--- src/rtl/imm_gen_arbiter_if.sv ---
// Purpose: bundles the request, shared imm_gen and result signals of
//   imm_gen_arbiter into one interface.
// Build option: IMMARB_OPCHK_EN adds out_err (advisory illegal-opcode flag).
// Signals:
//   req_valid[1:0], req_inst0/1, req_tag0/1 : requester side (into arbiter)
//   req_ready[1:0]                          : per-requester accept (out of arbiter)
//   gen_inst / gen_imm                      : shared combinational imm_gen
//   out_valid, out_imm, out_id, out_tag     : registered result (out of arbiter)
//   out_ready                               : consumer accept (into arbiter)
//   dbg_state, dbg_rr_ptr                   : EMPTY/FULL state and round-robin pointer
// Modports: slave = arbiter view, master = environment view.
interface imm_gen_arbiter_if #(
  parameter int INST_W = 32,
  parameter int IMM_W  = 64,
  parameter int TAG_W  = 4
);
  logic [1:0]        req_valid;
  logic [INST_W-1:0] req_inst0;
  logic [INST_W-1:0] req_inst1;
  logic [TAG_W-1:0]  req_tag0;
  logic [TAG_W-1:0]  req_tag1;
  logic [1:0]        req_ready;
  logic [INST_W-1:0] gen_inst;
  logic [IMM_W-1:0]  gen_imm;
  logic              out_valid;
  logic              out_ready;
  logic [IMM_W-1:0]  out_imm;
  logic              out_id;
  logic [TAG_W-1:0]  out_tag;
  logic              dbg_state;
  logic              dbg_rr_ptr;
`ifdef IMMARB_OPCHK_EN
  logic              out_err;
`endif

  modport slave (
    input  req_valid, req_inst0, req_inst1, req_tag0, req_tag1, gen_imm, out_ready,
    output req_ready, gen_inst, out_valid, out_imm, out_id, out_tag,
`ifdef IMMARB_OPCHK_EN
    output out_err,
`endif
    output dbg_state, dbg_rr_ptr
  );

  modport master (
    output req_valid, req_inst0, req_inst1, req_tag0, req_tag1, gen_imm, out_ready,
    input  req_ready, gen_inst, out_valid, out_imm, out_id, out_tag,
`ifdef IMMARB_OPCHK_EN
    input  out_err,
`endif
    input  dbg_state, dbg_rr_ptr
  );
endinterface

--- src/rtl/imm_gen_arbiter.sv ---
// Purpose: shares one combinational imm_gen between requester 0 (decode) and
//   requester 1 (branch-target precompute). Round-robin grant when both are
//   valid; the immediate is captured in a 1-entry output register (1-cycle
//   latency, 1 result/cycle).
// Build option: IMMARB_OPCHK_EN adds a registered out_err flag that marks a
//   granted instruction whose opcode is not an immediate-carrying one.
// Ports:
//   clk    : clock, all state on rising edge
//   rst_n  : synchronous active-low reset
//   bus    : imm_gen_arbiter_if.slave (request, imm_gen and result signals)
//
// Handshake: a request i transfers on a rising edge where req_valid[i] and
//   req_ready[i] are both 1; the result transfers where out_valid and
//   out_ready are both 1. req_ready is one-hot or zero and may depend on
//   req_valid. out_* never change while out_valid=1 and out_ready=0.
module imm_gen_arbiter #(
  parameter int INST_W = 32,
  parameter int IMM_W  = 64,
  parameter int TAG_W  = 4
) (
  input logic               clk,
  input logic               rst_n,
  imm_gen_arbiter_if.slave  bus
);

  typedef enum logic {EMPTY = 1'b0, FULL = 1'b1} state_e;

  state_e            state_q, state_d;
  logic              rr_ptr_q, rr_ptr_d;
  logic [IMM_W-1:0]  imm_q, imm_d;
  logic              id_q, id_d;
  logic [TAG_W-1:0]  tag_q, tag_d;
`ifdef IMMARB_OPCHK_EN
  logic              err_q, err_d;
`endif

  logic              load_en;
  logic [1:0]        grant;
  logic              xfer;
  logic              xfer_id;
  logic [INST_W-1:0] gen_inst;

`ifdef IMMARB_OPCHK_EN
  function automatic logic opcode_legal(input logic [6:0] op);
    case (op)
      7'b0000011, 7'b0010011, 7'b0011011, 7'b0010111, 7'b0100011,
      7'b0110111, 7'b1100011, 7'b1100111, 7'b1101111, 7'b1110011:
        opcode_legal = 1'b1;
      default: opcode_legal = 1'b0;
    endcase
  endfunction
`endif

  always_comb begin
    load_en  = (state_q == EMPTY) | bus.out_ready;
    grant    = 2'b00;
    // Nothing is accepted during a reset cycle, so gate the grant with rst_n.
    if (rst_n && load_en) begin
      case (bus.req_valid)
        2'b01:   grant = 2'b01;
        2'b10:   grant = 2'b10;
        2'b11:   grant = rr_ptr_q ? 2'b10 : 2'b01;
        default: grant = 2'b00;
      endcase
    end
    xfer    = |grant;
    xfer_id = grant[1];
    // Only a granted instruction reaches imm_gen; otherwise it sees zero.
    gen_inst = grant[1] ? bus.req_inst1 :
               grant[0] ? bus.req_inst0 : '0;

    state_d  = state_q;
    rr_ptr_d = rr_ptr_q;
    imm_d    = imm_q;
    id_d     = id_q;
    tag_d    = tag_q;
`ifdef IMMARB_OPCHK_EN
    err_d    = err_q;
`endif
    if (xfer) begin
      state_d  = FULL;
      rr_ptr_d = ~xfer_id;
      imm_d    = bus.gen_imm;
      id_d     = xfer_id;
      tag_d    = xfer_id ? bus.req_tag1 : bus.req_tag0;
`ifdef IMMARB_OPCHK_EN
      err_d    = ~opcode_legal(gen_inst[6:0]);
`endif
    end else if (load_en) begin
      // Drain: result consumed with nothing to replace it; payload holds.
      state_d = EMPTY;
    end
  end

  always_ff @(posedge clk) begin
    if (!rst_n) begin
      state_q  <= EMPTY;
      rr_ptr_q <= 1'b0;
      imm_q    <= '0;
      id_q     <= 1'b0;
      tag_q    <= '0;
`ifdef IMMARB_OPCHK_EN
      err_q    <= 1'b0;
`endif
    end else begin
      state_q  <= state_d;
      rr_ptr_q <= rr_ptr_d;
      imm_q    <= imm_d;
      id_q     <= id_d;
      tag_q    <= tag_d;
`ifdef IMMARB_OPCHK_EN
      err_q    <= err_d;
`endif
    end
  end

  assign bus.req_ready  = grant;
  assign bus.gen_inst   = gen_inst;
  assign bus.out_valid  = (state_q == FULL);
  assign bus.out_imm    = imm_q;
  assign bus.out_id     = id_q;
  assign bus.out_tag    = tag_q;
  assign bus.dbg_state  = state_q;
  assign bus.dbg_rr_ptr = rr_ptr_q;
`ifdef IMMARB_OPCHK_EN
  assign bus.out_err    = err_q;
`endif

endmodule

--- src/flat_wrapper.sv ---
// flat-port wrapper written by rule: the top's interface ports become plain ports
module imm_gen_arbiter_flat 
#(
  parameter int INST_W = 32,
  parameter int IMM_W  = 64,
  parameter int TAG_W  = 4
)
  (clk, rst_n, bus_req_valid, bus_req_inst0, bus_req_inst1, bus_req_tag0, bus_req_tag1, bus_gen_imm, bus_out_ready, bus_req_ready, bus_gen_inst, bus_out_valid, bus_out_imm, bus_out_id, bus_out_tag, bus_dbg_state, bus_dbg_rr_ptr);
  imm_gen_arbiter_if #(.INST_W(INST_W), .IMM_W(IMM_W), .TAG_W(TAG_W)) bus_i ();
  input logic clk;
  input logic rst_n;
  input wire logic [$bits(bus_i.req_valid)-1:0] bus_req_valid;
  input wire logic [$bits(bus_i.req_inst0)-1:0] bus_req_inst0;
  input wire logic [$bits(bus_i.req_inst1)-1:0] bus_req_inst1;
  input wire logic [$bits(bus_i.req_tag0)-1:0] bus_req_tag0;
  input wire logic [$bits(bus_i.req_tag1)-1:0] bus_req_tag1;
  input wire logic [$bits(bus_i.gen_imm)-1:0] bus_gen_imm;
  input wire logic [$bits(bus_i.out_ready)-1:0] bus_out_ready;
  output wire logic [$bits(bus_i.req_ready)-1:0] bus_req_ready;
  output wire logic [$bits(bus_i.gen_inst)-1:0] bus_gen_inst;
  output wire logic [$bits(bus_i.out_valid)-1:0] bus_out_valid;
  output wire logic [$bits(bus_i.out_imm)-1:0] bus_out_imm;
  output wire logic [$bits(bus_i.out_id)-1:0] bus_out_id;
  output wire logic [$bits(bus_i.out_tag)-1:0] bus_out_tag;
  output wire logic [$bits(bus_i.dbg_state)-1:0] bus_dbg_state;
  output wire logic [$bits(bus_i.dbg_rr_ptr)-1:0] bus_dbg_rr_ptr;
  assign bus_i.req_valid = bus_req_valid;
  assign bus_i.req_inst0 = bus_req_inst0;
  assign bus_i.req_inst1 = bus_req_inst1;
  assign bus_i.req_tag0 = bus_req_tag0;
  assign bus_i.req_tag1 = bus_req_tag1;
  assign bus_i.gen_imm = bus_gen_imm;
  assign bus_i.out_ready = bus_out_ready;
  assign bus_req_ready = bus_i.req_ready;
  assign bus_gen_inst = bus_i.gen_inst;
  assign bus_out_valid = bus_i.out_valid;
  assign bus_out_imm = bus_i.out_imm;
  assign bus_out_id = bus_i.out_id;
  assign bus_out_tag = bus_i.out_tag;
  assign bus_dbg_state = bus_i.dbg_state;
  assign bus_dbg_rr_ptr = bus_i.dbg_rr_ptr;
  imm_gen_arbiter #(.INST_W(INST_W), .IMM_W(IMM_W), .TAG_W(TAG_W)) u_core (.clk(clk), .rst_n(rst_n), .bus(bus_i));
endmodule
--- config.mk ---
export PLATFORM = sky130hd
export DESIGN_NAME = imm_gen_arbiter_flat
export DESIGN_NICKNAME = d
export VERILOG_FILES = /design/src/rtl/imm_gen_arbiter_if.sv /design/src/rtl/imm_gen_arbiter.sv /design/src/flat_wrapper.sv
export SDC_FILE = /design/constraint.sdc
export NUM_CORES = 1
export LEC_CHECK = 0
export ABC_AREA = 1
export CAP_MARGIN = 20
export CORE_MARGIN = 3
export CORE_UTILIZATION = 35
export DETAILED_ROUTE_END_ITERATION = 8
export GPL_TIMING_DRIVEN = 0
export PLACE_DENSITY_LB_ADDON = 0.3
export SYNTH_ARGS = -nofsm -noshare
export SYNTH_HDL_FRONTEND = slang
export SYNTH_SLANG_ARGS = --single-unit
--- constraint.sdc ---
create_clock -name clk -period 3.1 [get_ports clk]
set_input_delay 0.31 -clock clk [delete_from_list [all_inputs] [get_ports clk]]
set_output_delay 0.31 -clock clk [all_outputs]
set_load 0.1 [all_outputs]
==> results <==
- STA classifies the critical path endpoint as an output pin.
- The gate count of the mapped netlist is 438.
- The via density per instance is 4.50.
- The region available for standard cell placement spans 7970 um2.
- The analysis attributes to cell leakage a power of 2.47 nW.
- The path type of the worst min-delay path is reg -> reg.
- The critical path class is in -> out.
- The wire length of the first global-routing pass is 18.0 mm.
- CTS placed an instance of clkbuf_8 at the clock tree root.
- Counting I/O delays and the setup requirement, the final critical path takes 2.92 ns.
- The distinct cell type count after synthesis is 13.
- The placed wire-length estimate after detailed placement is 9.57 mm.
- The layout has 659 filler cells.
- The worst-margin pin slew is 1.04 ns.
- The tool flagged a number of max-cap violations equal to 0.
- The first routing iteration left 110 violations.
- The prevailing post-synth register cell is dfxtp_1.
- The clock-pin slew on the worst setup and hold paths is 0.07 ns.
- The Yosys warning count is 0.
- The routed wire length per instance is 14.6 um.
- The initial core utilization is 37.1%.
- TritonCTS created 9 clock buffers.
- The number of vias in the routed layout is 3612.
- The TritonCTS clock tree is done.
- The highest achievable clock rate is 343 MHz.
- The number of placement rows is 32.
- The final layout contains routed wiring with a total length of 11.7 mm.
- The setup violation total in the final timing report is 0.
- Entering global routing, the biggest net connects 13 pins.
- At the end of routability-driven placement, the weighted congestion stood at 0.957.
- The hold violation total from the final report is 0.
- The register bit total from synthesis is 71.
- At the later pin of the worst-skew pair, clock insertion delay measures 0.35 ns.
- The number of nets in the finished design is 836.
- Measured along the y axis, the die boundary spans 97.9 um.
- The power density over the cells is 565 nW/um2.
- The worst voltage drop across the vdd grid is 0.372 mV.
- Once layout is complete, the utilization of the core stands at 70.2%.
- The final worst hold slack is 0.464 ns.
- The synthesis-to-finish area growth is 89.2%.
- The final-report max-slew violation count is 0.
- The number of hold-repair buffers added at the cts stage is 0.
- The final instance area is 5590 um2.
- The remaining global-route overflow is 0.
- The final period utilization is 94.1%.
- The combined area of all synthesized cells is 2950 um2.
- The required time at the endpoint of the critical path is 2.79 ns.
- The kind of start point of the critical path is an input pin.
- The headroom to the max-slew limit is 30.3%.
- Setup repair after global routing left no endpoint under its margin.
- The number of nets in the synthesized netlist is 579.
- The global routing usage summed across all routing layers is 23.7%.
- Cells with a size suffix above 1 make up 9.44% of the layout.
- The average cell area after synthesis is 6.74 um2.
- By area the synthesized netlist is led by dfxtp_1 (48%), nor2_1 (16%), nand2_1 (14%).
- The setup skew after layout is 0.0130 ns.
- Once placement finished, the instance area stood at 5540 um2.
- The maximum level of the CTS H-tree is 3.
- The die outline width is 97.9 um.
- The via count of the first global-routing pass is 3604.
- The TritonCTS sink count is 71.
- For this run, design rule violations remaining after detail routing come to 0.
- The number of detailed-routing iterations run before antenna repair is 4.
- The count of buffers added on input and output ports is 246.
- Of all nets on the critical path, the largest fanout is 10.
- The setup slack after layout is 0.183 ns.
- The initial antenna violation count is 1.
- The most frequently used cell type in the post-synthesis netlist is nor2_1.
- The share of the synthesized area in the top cell type is 48.1%.
- Ranked by instance count, the synthesized netlist is headed by nor2_1 (129), nand2_1 (111), dfxtp_1 (71).
- The setup slack after placement is -0.256 ns.
- Pin placement for this block handled 247 I/O pins.
- The run finished with clean final reports.
- Once detail routing completed, the nets flagged for antenna violations numbered 0.
- The largest total area in the synthesized netlist belongs to dfxtp_1.
- Yosys mapped a number of flops with a built-in enable equal to 0.
- In this run the deepest clock path goes through 2 buffers.
- The critical path arrival is 2.61 ns.
- After synthesis, the share of flip-flops with an asynchronous set or reset is 0%.
- For this run, the register share of the synthesized area comes to 48.1%.
- The die covers 9580 um2.
-- placed cells by master (no fill, tap or decap), drive strengths merged --
| cell type | Yosys | layout |
|---|---|---|
| a21oi | 7 | 7 |
| nor2 | 129 | 129 |
| clkbuf | 14 | 54 |
| clkdlybuf4s15 | 0 | 2 |
| clkinvlp | 0 | 2 |
| clkdlybuf4s50 | 0 | 212 |
| inv | 17 | 17 |
| bufinv | 0 | 1 |
| o211ai | 1 | 1 |
| buf | 14 | 14 |
| dfxtp | 71 | 71 |
| o21ai | 64 | 64 |
| clkinv | 0 | 2 |
| nand2 | 111 | 111 |
| diode | 0 | 1 |
| dlygate4sd2 | 0 | 2 |
| nand3 | 10 | 10 |
-- flip-flops by register name, indices dropped and copies added, names as in the netlist --
name,flops
u_core.bus.dbg_rr_ptr,1
u_core.bus.dbg_state,1
u_core.bus.out_id,1
u_core.bus.out_imm,64
u_core.bus.out_tag,4
-- worst max-delay path, cell delays in order --
cell and delay (ns):
clkdlybuf4s50_1 0.49, inv_1 0.05, nand2_1 0.13, nand2_1 0.11, inv_2 0.12, nand2_1 0.11, inv_2 0.12, buf_2 0.22
nand2_1 0.08, nand2_1 0.06, clkdlybuf4s15_1 0.81
-- metrics by stage --
step           power [mW]  setup TNS (ns)  instances
2_1_floorplan        2.03               0        438
3_3_place_gp         2.46           -6.08        786
3_5_place_dp         2.47           -6.76        786
4_1_cts              3.18               0        801
5_1_grt              3.28               0        802
6_report             3.16               0        802
-- cell type report --
| cell class | count | area, um2 | area share [%] |
|---|---|---|---|
| Timing Repair Buffer | 246 | 2310 | 41.3 |
| Sequential cell | 71 | 1420 | 25.4 |
| Multi-Input combinational cell | 322 | 1330 | 23.7 |
| Buffer | 28 | 143 | 2.55 |
| Clock buffer | 10 | 138 | 2.46 |
| Tap cell | 102 | 128 | 2.28 |
| Inverter | 17 | 63.8 | 1.14 |
| Clock inverter | 5 | 58.8 | 1.05 |
| Antenna cell | 1 | 2.50 | 0.0448 |
-- timing repair --
item / CTS / global route
resized for setup: 34 / 62
setup endpoints to repair: 34 / 32
setup buffers: 0 / 0
-- cell families after synthesis --
kind of cell           share of synthesized area [%]
DFF                                             48.1
buffers and inverters                           6.99
and+or+nand+nor                                 32.2
AOI/OAI and AO/OA                               12.7
-- layer usage --
layer	share of wire (%)	track usage, %
met1	36	23.6
met2	51	43.0
met3	9.7	9.36
met4	2.9	10.9
met5	0	0
-- report_power, final --
group | internal [mW] | switching (mW)
combinational | 0.376 | 1.02
clock | 0.389 | 0.352
sequential | 0.988 | 0.0385
total | 1.75 | 1.41
-- worst paths after layout --
path / start / cells past startpoint / end / slack [ns]
min reg2reg: u_core.bus.out_id / 2 / u_core.bus.out_id / 0.46
min: u_core.bus.out_id / 2 / u_core.bus.out_id / 0.46
max: bus_out_ready / 11 / bus_gen_inst[30] / 0.18
max reg2reg: u_core.bus.dbg_state / 6 / u_core.bus.out_imm[40] / 1.57
Power figures use the tool's default switching activity.
==> edit 1: new RTL, same flow settings <==
`TAG_W` is set to 4 in 3 places; all go to 6.
--- a/src/rtl/imm_gen_arbiter_if.sv
+++ b/src/rtl/imm_gen_arbiter_if.sv
@@ -12,7 +12,7 @@
 interface imm_gen_arbiter_if #(
   parameter int INST_W = 32,
   parameter int IMM_W  = 64,
-  parameter int TAG_W  = 4
+  parameter int TAG_W  = 6
 );
   logic [1:0]        req_valid;
   logic [INST_W-1:0] req_inst0;
--- a/src/rtl/imm_gen_arbiter.sv
+++ b/src/rtl/imm_gen_arbiter.sv
@@ -16,7 +16,7 @@
 module imm_gen_arbiter #(
   parameter int INST_W = 32,
   parameter int IMM_W  = 64,
-  parameter int TAG_W  = 4
+  parameter int TAG_W  = 6
 ) (
   input logic               clk,
   input logic               rst_n,
--- a/src/flat_wrapper.sv
+++ b/src/flat_wrapper.sv
@@ -3,7 +3,7 @@
 #(
   parameter int INST_W = 32,
   parameter int IMM_W  = 64,
-  parameter int TAG_W  = 4
+  parameter int TAG_W  = 6
 )
   (clk, rst_n, bus_req_valid, bus_req_inst0, bus_req_inst1, bus_req_tag0, bus_req_tag1, bus_gen_imm, bus_out_ready, bus_req_ready, bus_gen_inst, bus_out_valid, bus_out_imm, bus_out_id, bus_out_tag, bus_dbg_state, bus_dbg_rr_ptr);
   imm_gen_arbiter_if #(.INST_W(INST_W), .IMM_W(IMM_W), .TAG_W(TAG_W)) bus_i ();
Ports: changed (resized bus_out_tag, bus_req_tag0 and bus_req_tag1); port bits go from 247 to 253. The function was not compared with the original's and may differ.
==> edit 1 against the unedited design <==
  * Synthesized area rose by 3.4%
  * Routed wire length grew 1.8%
  * Worst hold slack better by 0.015 ns
  * Cell count rose by 3.1%
  * Sequential share of layout area decreased by 0.18 points
  * Sequential cell count up 2
  * Cell area rose by 3.5%
  * Total power increased by 6.5%
  * Worst setup slack got worse by 0.051 ns
  * Critical endpoint is now bus_req_ready[0]
==> edit 1: results (changes against the unedited design) <==
status completed; routed wire length 11960 um (+1.8%); RD Place Congestion 0.8338 (-13%); Reg-to-Reg End u_core.bus.out_tag[0]$_SDFFE_PN0P_; WL met2 6250 um (+4.0%); placed wire-length estimate 9668 um (+1.0%); Post-DP Area 5708 um^2 (+3.0%); Worst Clk Skew 0.006751 ns (-0.006209 ns); yosys warns 0 (unchanged); fin nets 862 (+3.1%); static leakage 2.584 nW (+4.4%); FILL cells 675 (+2.4%); crit path DAT 2.66 ns (+0.05 ns); asr flop ratio synth 0% (unchanged); Worst VDD drop 0.3610 mV (-2.9%); HP Class reg -> reg; buffers inserted by post-CTS timing repair 0 (unchanged); total global routing track utilization 23.63% (-0.078 points); reg2reg setup slack 1.52 ns (-0.05 ns); DR WL met3 1334 um (+18%); first-pass GRT wire length 18370 um (+1.9%); syn_nets 599 (+3.5%); largest net degree at the start of global routing 15 (+2); synth cell count leaders nor2_1, nand2_1, dfxtp_1; M1 WL 4168 um (-2.3%); top post-synthesis cells by area dfxtp_1, nor2_1, nand2_1; Critical path origin rst_n; R2R depth 7 (+1); share of cells above drive strength 1 9.280% (-0.16 points); Crit Reg-Reg Startpoint u_core.bus.dbg_state$_SDFFE_PN0P_; post-DR vias/cell 4.585 (+1.8%); Port Buffer Count 252 (+2.4%); post-synth cell types 16 (+3); Crit Path Max Fanout 10 (unchanged); syn_area_per_cell 6.727 um^2 (-0.26%); slew of the pin with the lowest slew margin 1.039 ns (-0.002912 ns); clock slew at reported path FFs 0.08 ns; initial DRC count 131 (+19%); Max-cap violations 0 (unchanged); register area share after synthesis 47.85% (-0.27 points); Cells after DPL 811 (+3.2%); post-route insts no fill 827 (+3.1%); initial antenna violation count 0 (-1); n_diodes 0 (-1); multi-input logic area 1381 um^2 (+4.2%); vias in the first global route 3753 (+4.1%)
edit 1: cell families after synthesis:
kind of cell / synth area share, %
flip-flops: 47.85
AND/OR/NAND/NOR: 32.36
AO/OA/AOI/OAI: 12.86
buffers and inverters: 6.923
edit 1: per-layer routing:
metal	track usage, %	vias up
met3	11.29	16
met2	45.20	172
met5	0	-
met1	22.33	1656
met4	6.197	0
li1	-	1948
edit 1: where the power goes:
group          switching (mW)  internal [mW]  leakage [nW]
Clock                   0.390          0.488         0.119
Combinational            1.05          0.385          1.86
Sequential             0.0401           1.02         0.605
Total                    1.48           1.89          2.58
edit 1: worst max path at each step:
stage	end	slack, ns
global placement	bus_gen_inst[1]	-0.27
floorplan	bus_gen_inst[21]	0.1
detailed placement	bus_gen_inst[1]	-0.30
finish	bus_req_ready[0]	0.13
global route	bus_req_ready[0]	0.02
CTS	bus_gen_inst[1]	0.006
edit 1: worst max-delay path: stages:
cell	delay [ns]
clkdlybuf4s50_1	0.66
nand2_1	0.15
inv_2	0.16
nand2_1	0.12
inv_2	0.13
buf_2	0.23
dlygate4sd2_1	0.89
edit 1: what timing repair did:
| action | CTS | global route |
|---|---|---|
| hold endpoints to repair | 0 | 0 |
| gates resized for setup | 36 | 58 |
| hold buffers | 0 | 0 |
| setup endpoints to repair | 34 | 30 |
| pin swaps | 0 | 0 |
edit 1: area by class of cell:
| class | count | share of cell area [%] |
|---|---|---|
| well taps | 105 | 2.270 |
| multi-input cells | 332 | 23.87 |
| flip-flops and latches | 73 | 25.25 |
| plain buffers | 28 | 2.291 |
| repair buffers | 252 | 40.90 |
| clock buffers | 10 | 2.378 |
| inverters | 21 | 1.362 |
| clock inverters | 6 | 1.686 |
edit 1: through the flow:
stage | hold slack, ns | setup WS (ns)
floorplan | 0.4588 | 0.09733
global placement | 0.4534 | -0.2655
detailed placement | 0.4717 | -0.2968
CTS | 0.4847 | 0.006410
global route | 0.5052 | 0.01915
finish | 0.4790 | 0.1317
==> edit 2: new RTL, config.mk and constraints unchanged <==
Without the edit above. Reset style: asynchronous (`rst_n`), changed in one clocked block. Comments in the files are not updated.
--- a/src/rtl/imm_gen_arbiter.sv
+++ b/src/rtl/imm_gen_arbiter.sv
@@ -92,7 +92,7 @@
     end
   end
 
-  always_ff @(posedge clk) begin
+  always_ff @(posedge clk or negedge rst_n) begin
     if (!rst_n) begin
       state_q  <= EMPTY;
       rr_ptr_q <= 1'b0;
Formal check against the unedited RTL: differs if rst_n is asserted again (counterexample within 4 cycles, from zero or initial values and one cycle with rst_n low); with rst_n held inactive, the same outputs for 10 cycles.
==> edit 2 against the unedited design <==
  * Routed wire length up 0.89%
  * Worst setup slack worse by 0.025 ns
  * Total power up 33%
  * Cell count up 0.12%
  * Critical endpoint is now bus_gen_inst[1]
  * Sequential cell count unchanged
  * Global-route usage down 0.89 points
  * Clock power up 3.6%
  * Cell area up 9.0%
  * Highest routed layer unchanged
  * Synthesized area up 7.0%
  * Largest power group unchanged
  * Largest cell class unchanged
==> edit 2: results (changes against the unedited design) <==
status completed; Crit Path Max Fanout 6 (-4); syn_area_per_cell 7.402 um^2 (+9.7%); vias in the first global route 3578 (-0.72%); slowest CP cell dlygate4sd2_1; initial DRC count 69 (-37%); Std-Cell Rows 34 (+6.3%); post-cts resize count 94 (+180%); worst setup path end bus_gen_inst[1]; inverters 16 (-1); FILL cells 682 (+3.5%); post-DR vias/cell 4.499 (about the same); WL met2 6108 um (+1.7%); Cells after DPL 781 (-0.64%); top post-synthesis cells by area dfrtp_1, nand2_1, buf_2; Logic pwr share 54.1% (+10 points); f_max 339.9 MHz (-0.86%); post-synthesis compound-gate area fraction 0.7126% (-12 points); wire per inst 14.75 um (+0.76%); clkbuf count 12 (+2); pre-CTS setup slack -0.6705 ns (-0.4148 ns); R2R depth 8 (+2); register area share after synthesis 56.22% (+8.1 points); multi-input logic area 1242 um^2 (-6.3%); routed wire length 11850 um (+0.89%); Seq Cell Count 71 (unchanged); RD Place Congestion 0.7595 (-21%); Post-DP Area 5778 um^2 (+4.2%); M1 WL 4245 um (-0.49%); top_reg_cell synth dfrtp_1; fin nets 831 (-0.60%); clock network area share 3.409% (-0.10 points); GR Util met1 24.40% (+0.77 points); first-pass GRT wire length 18070 um (+0.19%); met2 Use GR 41.16% (-1.9 points); Critical path origin rst_n; Data buffer area share 43.83% (about the same); TritonRoute pass-1 iters 7 (+3); multi-input gate share of the layout cell area 20.39% (-3.3 points); initial antenna violation count 0 (-1); Power Total 4.219 mW (+33%); Worst Clk Skew 0.006292 ns (-0.006669 ns); Seq area share 29.16% (+3.7 points); asr flop ratio synth 100.0% (+100 points); Critical Path Max Stage Delay 0.87 ns (+0.06 ns); placed wire-length estimate 9282 um (-3.0%); crit path buf inv count 5 (-1); syn_nets 568 (-1.9%); Rel. slew slack 31.02% (+0.69 points)
edit 2: worst min-delay path by stage:
stage / from / endpoint / slack, ns / cells past startpoint
2_1_floorplan: rst_n / u_core.bus.dbg_rr_ptr$_DFFE_PN0P_ / 0.01 / 0
3_3_place_gp: u_core.bus.out_imm[27]$_DFFE_PN0P_ / u_core.bus.out_imm[27]$_DFFE_PN0P_ / 0.45 / 2
3_5_place_dp: u_core.bus.out_imm[38]$_DFFE_PN0P_ / u_core.bus.out_imm[38]$_DFFE_PN0P_ / 0.46 / 2
4_1_cts: u_core.bus.out_imm[38]$_DFFE_PN0P_ / u_core.bus.out_imm[38]$_DFFE_PN0P_ / 0.48 / 2
5_1_grt: bus_gen_imm[39] / u_core.bus.out_imm[39]$_DFFE_PN0P_ / 0.49 / 3
6_report: u_core.bus.out_imm[38]$_DFFE_PN0P_ / u_core.bus.out_imm[38]$_DFFE_PN0P_ / 0.47 / 2
